[src/rtl/dma_pkg.sv]
// Shared definitions for the DMA reader and writer: constant AXI3 read/write
// attribute values, the fixed burst length and the common three-state FSM enum.
package dma_pkg;

    localparam logic [1:0] BURST_INCR    = 2'b01;
    localparam logic [2:0] SIZE_8B       = 3'b011;
    localparam logic [3:0] CACHE_DEFAULT = 4'b0011;
    localparam logic [2:0] PROT_DEFAULT  = 3'b000;
    localparam int         BURST_BEATS   = 16;
    localparam logic [3:0] BURST_LEN     = 4'(BURST_BEATS - 1);

    typedef enum logic [1:0] {
        IDLE = 2'd0,
        ADDR = 2'd1,
        DATA = 2'd2
    } dma_state_e;

endpackage

[src/rtl/dma_addr_gen.sv]
// Buffer-index latch, beat counter and DDR address arithmetic for one buffer
// transfer. rst_i is synchronous and active-low. The beat counter wraps
// modulo 2^BUF_BEATS_LOG2; burstEnd_o flags the last beat of a 16-beat burst
// and bufferEnd_o flags the last beat of the whole buffer.
module dma_addr_gen
    import dma_pkg::*;
#(
    parameter logic [31:0] BASE_ADDR      = 32'h1000_0000,
    parameter int          BUF_BEATS_LOG2 = 12,
    parameter int          NBUF_LOG2      = 6
) (
    input  logic                      clk_i,
    input  logic                      rst_i,
    input  logic                      load_i,
    input  logic [NBUF_LOG2-1:0]      buffer_i,
    input  logic                      advance_i,
    output logic [BUF_BEATS_LOG2-1:0] beat_o,
    output logic [31:0]               addr_o,
    output logic                      burstEnd_o,
    output logic                      bufferEnd_o
);

    logic [NBUF_LOG2-1:0]      buffer_q, buffer_d;
    logic [BUF_BEATS_LOG2-1:0] beat_q, beat_d;

    // A new transfer latches the buffer and restarts at beat 0; each accepted beat advances.
    always_comb begin
        buffer_d = buffer_q;
        beat_d   = beat_q;
        if (load_i) begin
            buffer_d = buffer_i;
            beat_d   = '0;
        end else if (advance_i) begin
            beat_d = beat_q + 1'b1;
        end
    end

    // Buffer index and beat counter registers, cleared by reset.
    always_ff @(posedge clk_i) begin
        if (!rst_i) begin
            buffer_q <= '0;
            beat_q   <= '0;
        end else begin
            buffer_q <= buffer_d;
            beat_q   <= beat_d;
        end
    end

    assign beat_o      = beat_q;
    assign addr_o      = BASE_ADDR
                       + (32'(buffer_q) << (BUF_BEATS_LOG2 + 3))
                       + (32'(beat_q) << 3);
    assign burstEnd_o  = (beat_q[3:0] == BURST_LEN);
    assign bufferEnd_o = (beat_q == {BUF_BEATS_LOG2{1'b1}});

endmodule

[src/rtl/dma_reader.sv]
// DMA reader: copies one DDR buffer into local RAM using 16-beat AXI3 INCR
// read bursts, one burst outstanding at a time. Each accepted R beat is
// written to local RAM one cycle later. Optional feature macro
// DMA_READER_ERROR_EN enables the sticky error flag on bad rresp/rlast.
module dma_reader
    import dma_pkg::*;
#(
    parameter logic [31:0] BASE_ADDR      = 32'h1000_0000,
    parameter int          BUF_BEATS_LOG2 = 12,
    parameter int          NBUF_LOG2      = 6
) (
    input  logic                      clk,
    input  logic                      rst,
    input  logic                      start,
    input  logic [NBUF_LOG2-1:0]      buffer,
    output logic                      busy,
    output logic                      done,
    output logic [31:0]               araddr,
    output logic [3:0]                arlen,
    output logic [2:0]                arsize,
    output logic [1:0]                arburst,
    output logic [3:0]                arcache,
    output logic [2:0]                arprot,
    output logic                      arvalid,
    input  logic                      arready,
    input  logic [63:0]               rdata,
    input  logic [1:0]                rresp,
    input  logic                      rlast,
    input  logic                      rvalid,
    output logic                      rready,
    output logic [BUF_BEATS_LOG2-1:0] waddr,
    output logic [63:0]               wdata,
    output logic                      wen,
    output logic                      error
);

    dma_state_e                state_q, state_d;
    logic                      done_q, done_d;
    logic                      wen_q;
    logic [BUF_BEATS_LOG2-1:0] waddr_q;
    logic [63:0]               wdata_q;

    logic                      accept;
    logic                      beatHs;
    logic [BUF_BEATS_LOG2-1:0] beat;
    logic [31:0]               nextAddr;
    logic                      burstEnd;
    logic                      bufferEnd;

    // The done cycle is already IDLE, so a start there must be masked explicitly.
    assign accept = (state_q == IDLE) && start && !done_q;
    assign beatHs = rvalid && (state_q == DATA);

    dma_addr_gen #(
        .BASE_ADDR      (BASE_ADDR),
        .BUF_BEATS_LOG2 (BUF_BEATS_LOG2),
        .NBUF_LOG2      (NBUF_LOG2)
    ) u_addrGen (
        .clk_i       (clk),
        .rst_i       (rst),
        .load_i      (accept),
        .buffer_i    (buffer),
        .advance_i   (beatHs),
        .beat_o      (beat),
        .addr_o      (nextAddr),
        .burstEnd_o  (burstEnd),
        .bufferEnd_o (bufferEnd)
    );

    // Next-state and channel handshake outputs; the 16th beat ends a burst regardless of rlast.
    always_comb begin
        state_d = state_q;
        done_d  = 1'b0;
        busy    = (state_q != IDLE);
        arvalid = 1'b0;
        rready  = 1'b0;
        araddr  = 32'h0;
        unique case (state_q)
            IDLE: begin
                if (accept) begin
                    state_d = ADDR;
                end
            end
            ADDR: begin
                arvalid = 1'b1;
                araddr  = nextAddr;
                if (arready) begin
                    state_d = DATA;
                end
            end
            DATA: begin
                rready = 1'b1;
                if (rvalid && burstEnd) begin
                    if (bufferEnd) begin
                        state_d = IDLE;
                        done_d  = 1'b1;
                    end else begin
                        state_d = ADDR;
                    end
                end
            end
            default: begin
                state_d = IDLE;
            end
        endcase
    end

    // State register plus the one-cycle-delayed local RAM write port.
    always_ff @(posedge clk) begin
        if (!rst) begin
            state_q <= IDLE;
            done_q  <= 1'b0;
            wen_q   <= 1'b0;
            waddr_q <= '0;
            wdata_q <= '0;
        end else begin
            state_q <= state_d;
            done_q  <= done_d;
            wen_q   <= beatHs;
            if (beatHs) begin
                waddr_q <= beat;
                wdata_q <= rdata;
            end
        end
    end

    assign done    = done_q;
    assign wen     = wen_q;
    assign waddr   = waddr_q;
    assign wdata   = wdata_q;
    assign arlen   = BURST_LEN;
    assign arsize  = SIZE_8B;
    assign arburst = BURST_INCR;
    assign arcache = CACHE_DEFAULT;
    assign arprot  = PROT_DEFAULT;

`ifdef DMA_READER_ERROR_EN
    logic error_q, error_d;

    // Error is sticky for the whole transfer and only cleared by the next accepted start.
    always_comb begin
        error_d = error_q;
        if (accept) begin
            error_d = 1'b0;
        end else if (beatHs && ((rresp != 2'b00) || (rlast != burstEnd))) begin
            error_d = 1'b1;
        end
    end

    // Error flag register, cleared by reset.
    always_ff @(posedge clk) begin
        if (!rst) begin
            error_q <= 1'b0;
        end else begin
            error_q <= error_d;
        end
    end

    assign error = error_q;
`else
    logic unusedRsp;
    assign unusedRsp = ^{rresp, rlast};
    assign error     = 1'b0;
`endif

endmodule
[config.mk]
export PLATFORM = sky130hd
export DESIGN_NAME = dma_reader
export DESIGN_NICKNAME = d
export VERILOG_FILES = /design/src/rtl/dma_pkg.sv /design/src/rtl/dma_addr_gen.sv /design/src/rtl/dma_reader.sv
export SDC_FILE = /design/constraint.sdc
export NUM_CORES = 1
export LEC_CHECK = 0
export ABC_AREA = 0
export ABC_CLOCK_PERIOD_IN_PS = 2300
export BUFFER_PORTS_ARGS = -buffer_cell sky130_fd_sc_hd__buf_2
export CAP_MARGIN = 20
export CORE_MARGIN = 10
export CORE_UTILIZATION = 45
export DETAILED_ROUTE_END_ITERATION = 8
export PLACE_DENSITY = 0.78
export SYNTH_ARGS = -nofsm -noshare
export SYNTH_HDL_FRONTEND = slang
export SYNTH_HIERARCHICAL = 1
export SYNTH_SLANG_ARGS = --single-unit
[constraint.sdc]
create_clock -name clk -period 2.3 [get_ports clk]
set_input_delay 0 -clock clk [delete_from_list [all_inputs] [get_ports clk]]
set_output_delay 0 -clock clk [all_outputs]
set_load 0.1 [all_outputs]
==> results_dict.tcl <==
set metrics [dict create \
    status "complete, no violations" \
    hold_path_depth 4 \
    drv_slew 0 \
    power.density_nw_per_um2 627 \
    path_clk_slew_ps 100 \
    synth.avg_cell_area_um2 8.18 \
    required_ps 2590 \
    antenna_found_initial 5 \
    dpl.cell_count 779 \
    die_area_um2 13800 \
    timing.reg2reg.worst_path_depth 6 \
    die_w_um 118 \
    via_per_inst 5.03 \
    clockBufferDepth 2 \
    cp.arrival_ps 2170 \
    core_um2 9240 \
    rsz0062_at_grt "no" \
    yosys_warnings 6 \
    drt_pass1_iterations 5 \
    vdd_ir_drop_max_mv 0.484 \
    ctsResizeCount 0 \
    critPathLaunchType "register" \
    dieHeight_um 118 \
    hold_path_end "state_q[0]" \
    ys_ff_latch 98 \
    synth_cells 524 \
    r2r_slack_ps 420 \
    grt_pass1_wl_um 22000 \
    root_buffer "clkbuf_8" \
    utilization 0.671 \
    fin_nets 812 \
    crit_start "u_addrGen/beat_o[0]" \
    layout-drive-gt1-share 0.274 \
    relSlewSlack 0.333 \
    drt-initial-drc-count 421 \
    leakage_nw 3.13 \
    period_minus_slack_ps 1880 \
    grt_pass1_vias 4191 \
    syn_to_final_growth_pct 44.7 \
    num_vias 4385 \
    power_mw 3.89 \
    synth_edf_count 0 \
    grt_max_degree 93 \
    timing.rr.start "u_addrGen/beat_o[0]" \
    routed_wl_um 14000 \
    hold_path.startpoint "start" \
    reg2reg_to "state_q[1]" \
    drc 0 \
    rows 35 \
    hp-class "input port to register" \
    hold_buffers 72 \
    num_io_pins 208 \
    async_reset_ff_frac 0 \
    end_kind "register" \
    synth-seq-area-share 0.458 \
    hold_violations 0 \
    cts.sinks 98 \
    synth_top_flop_cell "dfxtp_1" \
    hpwl_um 8780 \
    syn_area_um2 4280 \
    cts_tree "yes" \
    drtAntennaViolNets 0 \
    wl_per_cell_um 16.0 \
    timing.final.crit_share 0.815 \
    initial_core_util 0.464 \
    cts_max_level 3 \
    cts_setup_buffers 0 \
    max_clock_freq_mhz 533 \
    gp_congestion 0.785 \
    worstSetupPathType "register to register" \
    maxCapViolCount 0 \
    io_buffers 174 \
    overflow 0 \
    cts-buffers-inserted 9 \
    ys_types 34 \
    stdcell_count 872 \
    finalSetupViolCount 0 \
    worst_pin_slew_ps 1010 \
    grt_use_total 0.190 \
    fin_setup_tns_ps 0 \
    finClkSkew_ps 5.89 \
    holdWs_ps 78.7 \
    clkLatencyLatePin_ps 350 \
    path_max_fanout 6 \
]
==> critical path, stage by stage, from the launching register on <==
cell and delay [ps]:
dfxtp_1 390, ha_1 270, and3_1 220, a21boi_0 210, nand3b_1 110, nand2_1 80, dlygate4sd3_1 540
==> cells in the mapped netlist (3+ instances only) <==
cell type / n / area share
a21oi_1: 5 / 0.0058
and2_1: 33 / 0.048
and3_1: 3 / 0.0044
buf_1: 6 / 0.0053
buf_2: 10 / 0.012
buf_4: 44 / 0.077
buf_6: 6 / 0.016
clkbuf_1: 16 / 0.014
conb_1: 4 / 0.0035
dfxtp_1: 98 / 0.46
mux2i_1: 9 / 0.021
nand2_1: 83 / 0.073
nand2b_1: 3 / 0.0044
nand3_1: 156 / 0.18
nand3b_1: 3 / 0.0053
nor2_1: 7 / 0.0061
nor2b_1: 10 / 0.015
o21ai_0: 3 / 0.0035
o31ai_1: 3 / 0.0053
or4_1: 3 / 0.0053
==> flip-flops by register name, indices dropped and copies added (netlist names) <==
register / flops
done: 1
state_q: 2
u_addrGen/beat_o: 12
u_addrGen/buffer_q: 6
waddr: 12
wdata: 64
wen: 1
==> per-stage QoR <==
step                      setup WS, ps  area [µm²]
final                              425        6200
after global routing               293        6200
after global placement             725        5260
after CTS                          455        6180
after floorplan                    276        4390
after detailed placement           662        5260
==> cells in the final DEF (no fill, tap or decap), types with 2 or more instances in the layout <==
master,synthesis,final
nand3b_1,3,3
or3_1,2,2
conb_1,4,31
or4_1,3,3
buf_12,0,21
dfxtp_1,98,98
xnor2_1,2,2
clkinvlp_4,0,2
buf_4,44,7
nand2b_1,3,3
dlygate4sd3_1,0,72
clkbuf_8,0,9
nand2_1,83,83
xor2_1,2,2
a21oi_1,5,5
and2_1,33,33
nor4_1,2,2
diode_2,0,5
nor2b_1,10,10
inv_8,0,2
buf_2,10,153
o21ai_0,3,3
mux2i_1,9,9
o31ai_1,3,3
inv_1,2,2
and3_1,3,3
nand3_1,156,156
nor2_1,7,7
==> final cells by class <==
class                           count  area, µm²
Fill cell                         706       3040
Clock buffer                        9        124
Multi-Input combinational cell    368       1880
Sequential cell                    98       1960
Inverter                            3       11.3
Tap cell                          129        161
Timing Repair Buffer              253       1960
Antenna cell                        5       12.5
Clock inverter                      7       85.1
==> per-layer routing <==
| layer | global-route usage | up-vias | wire length, µm |
|---|---|---|---|
| met5 | 0 | - | 0 |
| met4 | 0.0804 | 0 | 378 |
| met3 | 0.0772 | 28 | 1220 |
| met2 | 0.314 | 190 | 6770 |
| met1 | 0.211 | 2065 | 5600 |
| li1 | - | 2102 | - |
==> power by group <==
group	total [mW]	leakage [nW]	switching (mW)	internal (mW)
logic	0.981	2.24	0.745	0.237
clock network	1.15	0.0999	0.623	0.524
registers	1.76	0.792	0.0230	1.74
total	3.89	3.13	1.39	2.50
==> how the worst max path moves through the flow <==
stage,endpoint,slack (ps),cells past startpoint
after floorplan,u_addrGen/beat_o[10],280,6
after global placement,done,720,5
after detailed placement,done,660,5
after CTS,state_q[1],460,6
after global routing,state_q[1],290,6
final,state_q[1],420,6
==> kinds of logic after synthesis <==
family / share of synthesized area
AO/OA/AOI/OAI: 0.0181
XOR/XNOR: 0.00818
adder cells (fa/ha/maj): 0.00292
buffers and inverters: 0.126
flip-flops: 0.458
multiplexers: 0.0210
other: 0.00350
AND/OR/NAND/NOR: 0.362
Power figures use the tool's default switching activity.
